<file path="src/rtl/clk_gen_multi_if.sv">
// -----------------------------------------------------------------------------
// clk_gen_multi_if
// Control and status bundle for the multi-channel clock/timing generator.
//   en        : global enable
//   ch_en     : per-channel enable
//   div_i     : per-channel period in clk cycles, DIV_W bits per channel
//   phase_i   : per-channel start counter value
//   duty_i    : per-channel high time (used only when CLK_GEN_DUTY_EN is defined)
//   clk_o     : generated clocks (registered)
//   per_tick  : one-cycle pulse when a channel counter wraps to 0
//   running   : channel is RUN or STOPPING
//   cfg_err   : sticky, an illegal start phase was clamped
// master = controller side, slave = generator side.
// -----------------------------------------------------------------------------
interface clk_gen_multi_if #(
    parameter int unsigned NUM_CH = 4,
    parameter int unsigned DIV_W  = 8
);
    logic                      en;
    logic [NUM_CH-1:0]         ch_en;
    logic [NUM_CH*DIV_W-1:0]   div_i;
    logic [NUM_CH*DIV_W-1:0]   phase_i;
    logic [NUM_CH*DIV_W-1:0]   duty_i;
    logic [NUM_CH-1:0]         clk_o;
    logic [NUM_CH-1:0]         per_tick;
    logic [NUM_CH-1:0]         running;
    logic [NUM_CH-1:0]         cfg_err;

    modport master (
        output en, ch_en, div_i, phase_i, duty_i,
        input  clk_o, per_tick, running, cfg_err
    );

    modport slave (
        input  en, ch_en, div_i, phase_i, duty_i,
        output clk_o, per_tick, running, cfg_err
    );
endinterface

</file>
<file path="src/rtl/clk_gen_multi.sv">
// -----------------------------------------------------------------------------
// clk_gen_multi
// Multi-channel divided clock / timing strobe generator. Each channel has an
// independent counter with a programmable period, start phase and (optionally)
// duty. Start and stop are glitch-free; a new period takes effect only when the
// counter wraps.
// Ports:
//   clk : system clock, all logic on the rising edge
//   rst : synchronous active-high reset
//   s   : clk_gen_multi_if.slave (enables, per-channel config, clocks, status)
// Configuration macro:
//   CLK_GEN_DUTY_EN : high time taken from duty_i (clamped to 1..div-1);
//                     when undefined, high time is div/2 and duty_i is ignored.
// -----------------------------------------------------------------------------
module clk_gen_multi #(
    parameter int unsigned NUM_CH = 4,
    parameter int unsigned DIV_W  = 8
) (
    input  logic                 clk,
    input  logic                 rst,
    clk_gen_multi_if.slave       s
);

    typedef enum logic [1:0] {
        ST_IDLE = 2'd0,
        ST_RUN  = 2'd1,
        ST_STOP = 2'd2
    } state_t;

    logic [NUM_CH-1:0] w_clk_o;
    logic [NUM_CH-1:0] w_per_tick;
    logic [NUM_CH-1:0] w_running;
    logic [NUM_CH-1:0] w_cfg_err;

`ifndef CLK_GEN_DUTY_EN
    // duty_i has no function in this build
    logic w_unused_duty;
    assign w_unused_duty = ^s.duty_i;
`endif

    for (genvar g = 0; g < NUM_CH; g++) begin : g_ch
        state_t           r_state, w_state_nxt;
        logic [DIV_W-1:0] r_cnt, w_cnt_nxt;
        logic [DIV_W-1:0] r_div_sh, w_div_sh_nxt;
        logic [DIV_W-1:0] r_high_sh, w_high_sh_nxt;
        logic             r_clk, w_clk_nxt;
        logic             r_tick, w_tick_nxt;
        logic             r_run, w_run_nxt;
        logic             r_err, w_err_nxt;

        logic [DIV_W-1:0] w_div_raw, w_div_eff, w_high_eff;
        logic [DIV_W-1:0] w_phase_raw, w_phase_eff, w_cnt_inc;
        logic             w_go, w_wrap, w_phase_bad;

        // Sanitise the live configuration for this channel
        assign w_div_raw   = s.div_i[g*DIV_W +: DIV_W];
        assign w_phase_raw = s.phase_i[g*DIV_W +: DIV_W];
        assign w_div_eff   = (w_div_raw < DIV_W'(2)) ? DIV_W'(2) : w_div_raw;
        assign w_phase_bad = (w_phase_raw >= w_div_eff);
        assign w_phase_eff = w_phase_bad ? '0 : w_phase_raw;

`ifdef CLK_GEN_DUTY_EN
        logic [DIV_W-1:0] w_duty_raw;
        assign w_duty_raw = s.duty_i[g*DIV_W +: DIV_W];
        // Keep at least one high and one low cycle per period
        assign w_high_eff = (w_duty_raw == '0)        ? DIV_W'(1) :
                            (w_duty_raw >= w_div_eff) ? w_div_eff - DIV_W'(1) :
                                                        w_duty_raw;
`else
        assign w_high_eff = w_div_eff >> 1;
`endif

        assign w_go      = s.en & s.ch_en[g];
        assign w_wrap    = (r_cnt == r_div_sh - DIV_W'(1));
        assign w_cnt_inc = w_wrap ? '0 : r_cnt + DIV_W'(1);

        // State and output registers
        always_ff @(posedge clk) begin
            if (rst) begin
                r_state   <= ST_IDLE;
                r_cnt     <= '0;
                r_div_sh  <= '0;
                r_high_sh <= '0;
                r_clk     <= 1'b0;
                r_tick    <= 1'b0;
                r_run     <= 1'b0;
                r_err     <= 1'b0;
            end else begin
                r_state   <= w_state_nxt;
                r_cnt     <= w_cnt_nxt;
                r_div_sh  <= w_div_sh_nxt;
                r_high_sh <= w_high_sh_nxt;
                r_clk     <= w_clk_nxt;
                r_tick    <= w_tick_nxt;
                r_run     <= w_run_nxt;
                r_err     <= w_err_nxt;
            end
        end

        // Next state and next register values
        always_comb begin
            w_state_nxt   = r_state;
            w_cnt_nxt     = r_cnt;
            w_div_sh_nxt  = r_div_sh;
            w_high_sh_nxt = r_high_sh;
            w_clk_nxt     = r_clk;
            w_tick_nxt    = 1'b0;
            w_run_nxt     = r_run;
            w_err_nxt     = r_err;

            unique case (r_state)
                ST_IDLE: begin
                    w_cnt_nxt = '0;
                    w_clk_nxt = 1'b0;
                    w_run_nxt = 1'b0;
                    if (w_go) begin
                        w_cnt_nxt     = w_phase_eff;
                        w_div_sh_nxt  = w_div_eff;
                        w_high_sh_nxt = w_high_eff;
                        w_clk_nxt     = (w_phase_eff < w_high_eff);
                        w_run_nxt     = 1'b1;
                        w_err_nxt     = r_err | w_phase_bad;
                        w_state_nxt   = ST_RUN;
                    end
                end

                ST_RUN: begin
                    w_cnt_nxt  = w_cnt_inc;
                    w_clk_nxt  = (w_cnt_inc < r_high_sh);
                    w_tick_nxt = w_wrap;
                    // Period boundary is the only place new config is adopted
                    if (w_wrap) begin
                        w_div_sh_nxt  = w_div_eff;
                        w_high_sh_nxt = w_high_eff;
                    end
                    if (!w_go) begin
                        w_state_nxt = ST_STOP;
                    end
                end

                ST_STOP: begin
                    // Finish the current period, then park low
                    w_cnt_nxt = w_cnt_inc;
                    w_clk_nxt = (w_cnt_inc < r_high_sh);
                    if (w_wrap) begin
                        w_cnt_nxt   = '0;
                        w_clk_nxt   = 1'b0;
                        w_run_nxt   = 1'b0;
                        w_state_nxt = ST_IDLE;
                    end else if (w_go) begin
                        w_state_nxt = ST_RUN;
                    end
                end

                default: begin
                    w_state_nxt = ST_IDLE;
                end
            endcase
        end

        assign w_clk_o[g]    = r_clk;
        assign w_per_tick[g] = r_tick;
        assign w_running[g]  = r_run;
        assign w_cfg_err[g]  = r_err;
    end

    assign s.clk_o    = w_clk_o;
    assign s.per_tick = w_per_tick;
    assign s.running  = w_running;
    assign s.cfg_err  = w_cfg_err;

endmodule

</file>
<file path="src/flat_wrapper.sv">
// flat-port wrapper written by rule: the top's interface ports become plain ports
module clk_gen_multi_flat 
#(
    parameter int unsigned NUM_CH = 4,
    parameter int unsigned DIV_W  = 8
)
  (clk, rst, s_en, s_ch_en, s_div_i, s_phase_i, s_duty_i, s_clk_o, s_per_tick, s_running, s_cfg_err);
  clk_gen_multi_if #(.NUM_CH(NUM_CH), .DIV_W(DIV_W)) s_i ();
  input  logic clk;
  input  logic rst;
  input wire logic [$bits(s_i.en)-1:0] s_en;
  input wire logic [$bits(s_i.ch_en)-1:0] s_ch_en;
  input wire logic [$bits(s_i.div_i)-1:0] s_div_i;
  input wire logic [$bits(s_i.phase_i)-1:0] s_phase_i;
  input wire logic [$bits(s_i.duty_i)-1:0] s_duty_i;
  output wire logic [$bits(s_i.clk_o)-1:0] s_clk_o;
  output wire logic [$bits(s_i.per_tick)-1:0] s_per_tick;
  output wire logic [$bits(s_i.running)-1:0] s_running;
  output wire logic [$bits(s_i.cfg_err)-1:0] s_cfg_err;
  assign s_i.en = s_en;
  assign s_i.ch_en = s_ch_en;
  assign s_i.div_i = s_div_i;
  assign s_i.phase_i = s_phase_i;
  assign s_i.duty_i = s_duty_i;
  assign s_clk_o = s_i.clk_o;
  assign s_per_tick = s_i.per_tick;
  assign s_running = s_i.running;
  assign s_cfg_err = s_i.cfg_err;
  clk_gen_multi #(.NUM_CH(NUM_CH), .DIV_W(DIV_W)) u_core (.clk(clk), .rst(rst), .s(s_i));
endmodule
</file>
<file path="config.mk">
export PLATFORM = sky130hd
export DESIGN_NAME = clk_gen_multi_flat
export DESIGN_NICKNAME = d
export VERILOG_FILES = /design/src/rtl/clk_gen_multi_if.sv /design/src/rtl/clk_gen_multi.sv /design/src/flat_wrapper.sv
export SDC_FILE = /design/constraint.sdc
export NUM_CORES = 1
export LEC_CHECK = 0
export CORE_ASPECT_RATIO = 1.75
export CORE_MARGIN = 1
export CORE_UTILIZATION = 51
export CTS_CLUSTER_SIZE = 25
export DETAILED_ROUTE_END_ITERATION = 8
export PLACE_DENSITY = 0.87
export SLEW_MARGIN = 20
export SYNTH_ARGS = -nofsm -noshare
export SYNTH_HDL_FRONTEND = slang
export SYNTH_SLANG_ARGS = --single-unit
export TNS_END_PERCENT = 50
</file>
<file path="constraint.sdc">
create_clock -name clk -period 3.65 [get_ports clk]
set_clock_uncertainty 0.15 [all_clocks]
set_input_delay 0.5475 -clock clk [delete_from_list [all_inputs] [get_ports clk]]
set_output_delay 0.5475 -clock clk [all_outputs]
set_load 0.005 [all_outputs]
</file>
==> flow_summary.json, run 1 <==
{
  "synth_cells": 1057,
  "hold_buffers": 0,
  "clock_path_buffers": 2,
  "max_cap_violations": 0,
  "failed_checks": "negative setup slack",
  "start_kind": "register",
  "ys_seq_area_share_pct": 21.7,
  "power_density_mw_per_mm2": 329,
  "fp.dieH_um": 169,
  "relSlewSlack_pct": 30.9,
  "vias": 8567,
  "io_pins": 119,
  "cts_tree": "yes",
  "layout-drive-gt1-share_pct": 13.9,
  "grt_pass1_wl_um": 38500,
  "synth_most_common_cell": "ha_1",
  "routed_wl_um": 24300,
  "dieArea_mm2": 0.0165,
  "port_buffers": 86,
  "clock_latency_ns": 0.35,
  "synth_edf_count": 0,
  "worstPathArrival_ns": 3.74,
  "crit_type": "register to register",
  "core_mm2": 0.0155,
  "synth_commonest_cells": "107 x ha_1, 94 x nor2_1, 91 x inv_1",
  "netlist.area_leader.share_pct": 21.7,
  "diodes": 0,
  "dr.first_iter.drc_count": 429,
  "grt_antenna_before_repair": 0,
  "cts.sinks": 88,
  "finalHoldViolCount": 0,
  "syn_area_per_cell_um2": 7.68,
  "place_hpwl_um": 18100,
  "ys_ff_latch": 88,
  "track_usage_pct": 28.3,
  "core.rowCount": 60,
  "viasPerCell": 6.23,
  "cts.clk_slew.worst_paths_ns": 0.07,
  "grt_setup_unrepaired": "true",
  "routabilityCongestion": 0.922,
  "synthFlopType": "dfxtp_1",
  "clock.fmax_ghz": 0.272,
  "cts_root_buffer": "clkbuf_16",
  "area_delta_synth_final_pct": 26.3,
  "grt_max_degree": 35,
  "slew_violations": 0,
  "synth.net_count": 1267,
  "initial_core_util_pct": 52.5,
  "worst_ir_drop_vdd_uv": 210,
  "period_needed_ns": 3.67,
  "setup_viol_count_final": 1,
  "grt_pass1_vias": 8350,
  "ys_types": 71,
  "cp.required_ns": 3.71,
  "min_period_over_period_pct": 101,
  "htreeDepth": 3,
  "die_w_um": 97.4,
  "syn-cell-area_mm2": 0.00812,
  "remaining_drc_errors": 0,
  "tightest_slew_ns": 1.03,
  "setup_ws_ns": -0.0247,
  "grt_overflow": 0,
  "synth_warnings": 0,
  "postRouteAntennaNets": 0,
  "ys_top_cells_by_area": "dfxtp_1 22%, ha_1 16%, nor2_1 4.3%",
  "totalPowerFinal_mw": 3.38,
  "dr.pass1.iters": 5,
  "outcome": "finished, violations left",
  "endpoint_kind": "register",
  "fin_tns_setup_ns": -0.0247,
  "worst-path-max-fanout": 8,
  "wl_per_cell_um": 17.7,
  "cts_buffers": 9,
  "synth_largest_area_cell": "dfxtp_1",
  "final_nets": 1395,
  "hold_class": "register to register",
  "p_leak_nw": 4.33,
  "synthArstFlopShare_pct": 0
}
==> per-layer routing <==
metal | up-vias | part of all wire, % | global-route usage, %
li1 | 4077 | - | -
met1 | 4006 | 36 | 29.2
met2 | 357 | 52 | 53.3
met3 | 127 | 5.0 | 2.85
met4 | 0 | 6.6 | 19.0
met5 | - | 0 | 0
==> logic make-up after synthesis <==
| group | Yosys count | share of synthesized area [%] |
|---|---|---|
| buffers and inverters | 148 | 7.69 |
| AND/OR/NAND/NOR | 370 | 23.5 |
| flip-flops | 88 | 21.7 |
| multiplexers | 12 | 1.48 |
| XOR/XNOR | 60 | 6.47 |
| adder cells (fa/ha/maj) | 107 | 16.5 |
| AO/OA/AOI/OAI | 272 | 22.6 |
==> state kept, by name (all words and copies together), names as in the netlist <==
register / flops
u_core.g_ch.r_high_sh: 2
u_core.g_ch.r_state: 8
u_core.g_ch.r_cnt: 32
u_core.g_ch.r_div_sh: 30
u_core.g_ch.r_run: 4
u_core.g_ch.r_clk: 4
u_core.g_ch.r_tick: 4
u_core.g_ch.r_err: 4
==> layout by cell type (no fill, tap or decap), drive strengths merged, types with 6 or more instances in the layout <==
cell / instances
a2111oi: 9
nor2b: 33
nor2: 94
nand3b: 7
o211ai: 8
a21o: 11
a221oi: 21
nand4: 7
a21oi: 65
nand2b: 11
clkdlybuf4s50: 73
a211oi: 23
o21a: 8
dfxtp: 88
and3: 11
nand3: 36
dlymetal6s2s: 8
o21ai: 56
ha: 107
nor4: 15
inv: 91
a31oi: 24
xnor2: 36
clkbuf: 14
xor2: 24
buf: 88
mux2i: 12
nor3: 44
and2: 32
nand2: 50
nor3b: 6
==> stage by stage <==
stage	setup slack [ns]	hold WS (ns)	cells	util, %	cell area, um2
2_1_floorplan	-0.0219	0.288	1057	-	8130
3_3_place_gp	-0.580	0.308	1350	61.6	9520
3_5_place_dp	-0.670	0.318	1350	61.6	9520
4_1_cts	-0.0000537	0.331	1367	64.0	9890
5_1_grt	-0.178	0.364	1376	66.3	10300
6_report	-0.0247	0.325	1376	66.3	10300
==> repair_timing <==
action / in CTS / in global routing
gates cloned: 0 / 0
pin swaps: 14 / 28
resized for setup: 16 / 65
setup endpoints to repair: 4 / 12
setup buffers: 1 / 9
==> worst max-delay path: stages, from the launching register on <==
cell and delay [ns]:
dfxtp_2 0.32, or4_4 0.54, or4_1 0.45, a2111o_1 0.44, a2111oi_4 0.44, buf_4 0.24
nor2_4 0.05, ha_4 0.30, nand3_2 0.08, a21oi_2 0.15, a311oi_1 0.10, a21oi_1 0.13
o221ai_1 0.14
==> where the power goes <==
| group | leakage, nW | total, mW | switching (mW) | internal, mW |
|---|---|---|---|---|
| Clock | 0.152 | 1.03 | 0.412 | 0.618 |
| Combinational | 3.46 | 1.23 | 0.655 | 0.580 |
| Sequential | 0.717 | 1.11 | 0.0868 | 1.02 |
==> worst paths after layout <==
| check | cells past startpoint | slack [ns] | start | end |
|---|---|---|---|---|
| setup / recovery | 12 | -0.02 | u_core.g_ch[2].r_div_sh[0]$_SDFFE_PP0P_ | u_core.g_ch[2].r_clk$_SDFFE_PP0P_ |
| hold / removal | 2 | 0.33 | u_core.g_ch[2].r_run$_SDFFE_PP0P_ | u_core.g_ch[2].r_run$_SDFFE_PP0P_ |
| setup reg to reg | 12 | -0.02 | u_core.g_ch[2].r_div_sh[0]$_SDFFE_PP0P_ | u_core.g_ch[2].r_clk$_SDFFE_PP0P_ |
| hold reg to reg | 2 | 0.33 | u_core.g_ch[2].r_run$_SDFFE_PP0P_ | u_core.g_ch[2].r_run$_SDFFE_PP0P_ |
==> area by class of cell <==
type,count,area [um2]
Sequential cell,88,1760
Tap cell,186,233
Clock inverter,5,80.1
Clock buffer,11,243
Multi-Input combinational cell,821,6050
Timing Repair Buffer,173,1530
Fill cell,1215,5210
Inverter,92,345
Power figures use the tool's default switching activity.
==> run 2, diff against run 1 <==
- CORE_UTILIZATION: 51 -> 60
- PLACE_DENSITY: 0.87 -> 0.95
- SLEW_MARGIN: 20 -> unset
- clock period: 3.65 -> 4.6 ns (I/O delays scaled with it)
==> flow_summary.json, run 2 (synthesized netlist as in run 1, its figures left out) <==
{
  "outcome": "completed",
  "clock_latency_ns": 0.34,
  "final_cell_mix": "107 x ha_1, 94 x nor2_1, 91 x inv_1",
  "ff2ff_path_depth": 12,
  "crit_family": "compound AO/OA/AOI/OAI gates",
  "die_w_um": 89.9,
  "setup_viol_count_final": 0,
  "top_regs": "u_core.g_ch.r_cnt x32, u_core.g_ch.r_div_sh x30, u_core.g_ch.r_state x8",
  "final_nets": 1322,
  "cp.required_ns": 4.70,
  "finalNonFillerCells": 1288,
  "dr.first_iter.drc_count": 334,
  "remaining_drc_errors": 0,
  "core.rowCount": 55,
  "slowest_stage": "a2111oi_0",
  "cts.sinks": 88,
  "start_kind": "input pin",
  "crit_chain": "clkdlybuf4s50_1 -> nor4_1 -> nand2_1 -> o21a_1 -> ha_1 -> nor2_1 -> a21oi_1 -> or3_1 -> a21oi_1 -> and2_1 -> ha_1 -> a2111oi_0 -> o211ai_1 -> a211oi_1 -> a31oi_1 -> o31ai_1",
  "grt_pass1_vias": 8227,
  "postRouteAntennaNets": 0,
  "place_hpwl_um": 17400,
  "slew_violations": 0,
  "setup_ws_ns": 0.228,
  "track_usage_pct": 32.3,
  "worst_ir_drop_vdd_uv": 190,
  "core_mm2": 0.0131,
  "grt_antenna_before_repair": 0,
  "fp.dieH_um": 156,
  "cts_buffers": 9,
  "cts.clk_slew.worst_paths_ns": 0.06,
  "power_density_mw_per_mm2": 270,
  "layout_commonest_cell": "ha_1",
  "cts_tree": "yes",
  "r2r_end": "u_core.g_ch[2].r_clk$_SDFFE_PP0P_",
  "port_buffers": 86,
  "dieArea_mm2": 0.0140,
  "relSlewSlack_pct": 34.5,
  "dr.pass1.iters": 5,
  "routed_wl_um": 22400,
  "place_worst_setup_slack_ns": -0.0297,
  "cpPeakStageDelay_ns": 0.54,
  "rr_startpoint": "u_core.g_ch[2].r_div_sh[0]$_SDFFE_PP0P_",
  "cts_root_buffer": "clkbuf_16",
  "hold_buffers": 0,
  "vias": 8310,
  "cts_setup_buffers": 0,
  "critPathBufInv": 1,
  "grt_setup_unrepaired": "false",
  "r2r_slack_ns": 0.55,
  "area_delta_synth_final_pct": 14.9,
  "grt_max_degree": 65,
  "largest_reg_flops": 32,
  "endpoint_kind": "register",
  "worst-path-max-fanout": 3,
  "p_leak_nw": 3.82,
  "grt_overflow": 0,
  "initial_core_util_pct": 62.1,
  "grt_pass1_wl_um": 37100,
  "hold_class": "register to register",
  "cts_resized": 0,
  "finalHoldViolCount": 0,
  "clock.fmax_ghz": 0.229,
  "top_register": "u_core.g_ch.r_cnt",
  "worstPathArrival_ns": 4.47,
  "period_needed_ns": 4.37,
  "dp.cells": 1272,
  "clock_path_buffers": 2,
  "viasPerCell": 6.45,
  "diodes": 0,
  "wl_per_cell_um": 17.4,
  "crit_type": "input pin to register",
  "dpl-instance-area_mm2": 0.00902,
  "fin_tns_setup_ns": 0,
  "io_pins": 119,
  "crit_cells": 16,
  "min_period_over_period_pct": 95.0,
  "critPathLaunch": "s_div_i[5]",
  "htreeDepth": 3,
  "max_cap_violations": 0,
  "endpoint": "u_core.g_ch[0].r_clk$_SDFFE_PP0P_",
  "tightest_slew_ns": 0.974,
  "routabilityCongestion": 0.959,
  "final_cell_area_mm2": 0.00933,
  "post-route-util_pct": 71.4,
  "layout-drive-gt1-share_pct": 3.67
}
[run 2: worst min path at each step]
stage | startpoint | slack [ns] | cells after the start | endpoint
floorplan | u_core.g_ch[0].r_err$_SDFFE_PP0P_ | 0.29 | 2 | u_core.g_ch[0].r_err$_SDFFE_PP0P_
global placement | u_core.g_ch[1].r_err$_SDFFE_PP0P_ | 0.31 | 2 | u_core.g_ch[1].r_err$_SDFFE_PP0P_
detailed placement | u_core.g_ch[1].r_err$_SDFFE_PP0P_ | 0.32 | 2 | u_core.g_ch[1].r_err$_SDFFE_PP0P_
CTS | u_core.g_ch[3].r_run$_SDFFE_PP0P_ | 0.33 | 2 | u_core.g_ch[3].r_run$_SDFFE_PP0P_
global route | u_core.g_ch[1].r_err$_SDFFE_PP0P_ | 0.35 | 2 | u_core.g_ch[1].r_err$_SDFFE_PP0P_
finish | u_core.g_ch[3].r_run$_SDFFE_PP0P_ | 0.33 | 2 | u_core.g_ch[3].r_run$_SDFFE_PP0P_
[run 2: power breakdown]
group          internal (mW)  switching (mW)  total, mW
Combinational          0.383           0.457      0.839
Clock                  0.477           0.314      0.791
Sequential             0.812          0.0752      0.887
Total                   1.67           0.845       2.52
[run 2: layout make-up]
cell class | instances | area (um2)
clock inverter | 5 | 81.3
timing repair buffer | 100 | 963
clock buffer | 11 | 233
inverter | 92 | 345
fill | 1053 | 3740
sequential | 88 | 1760
tap | 171 | 214
multi-input combinational | 821 | 5730
[run 2: stage by stage]
stage	hold WS (ns)	power, mW
after floorplan	0.288	1.47
after global placement	0.309	1.68
after detailed placement	0.316	1.72
after CTS	0.325	2.51
after global routing	0.355	2.66
final	0.326	2.52
[run 2: routing by layer]
layer / global-route usage, % / part of all wire, % / vias to the layer above
li1: - / - / 3934
met1: 32.3 / 36 / 3876
met2: 60.6 / 52 / 368
met3: 3.80 / 4.7 / 132
met4: 24.7 / 7.1 / 0
met5: 0 / 0 / -
[run 2: tightest hold or removal path, stage by stage, from the launching register on]
cell     delay, ns
dfxtp_1       0.31
o21ai_0       0.06
a21oi_1       0.06
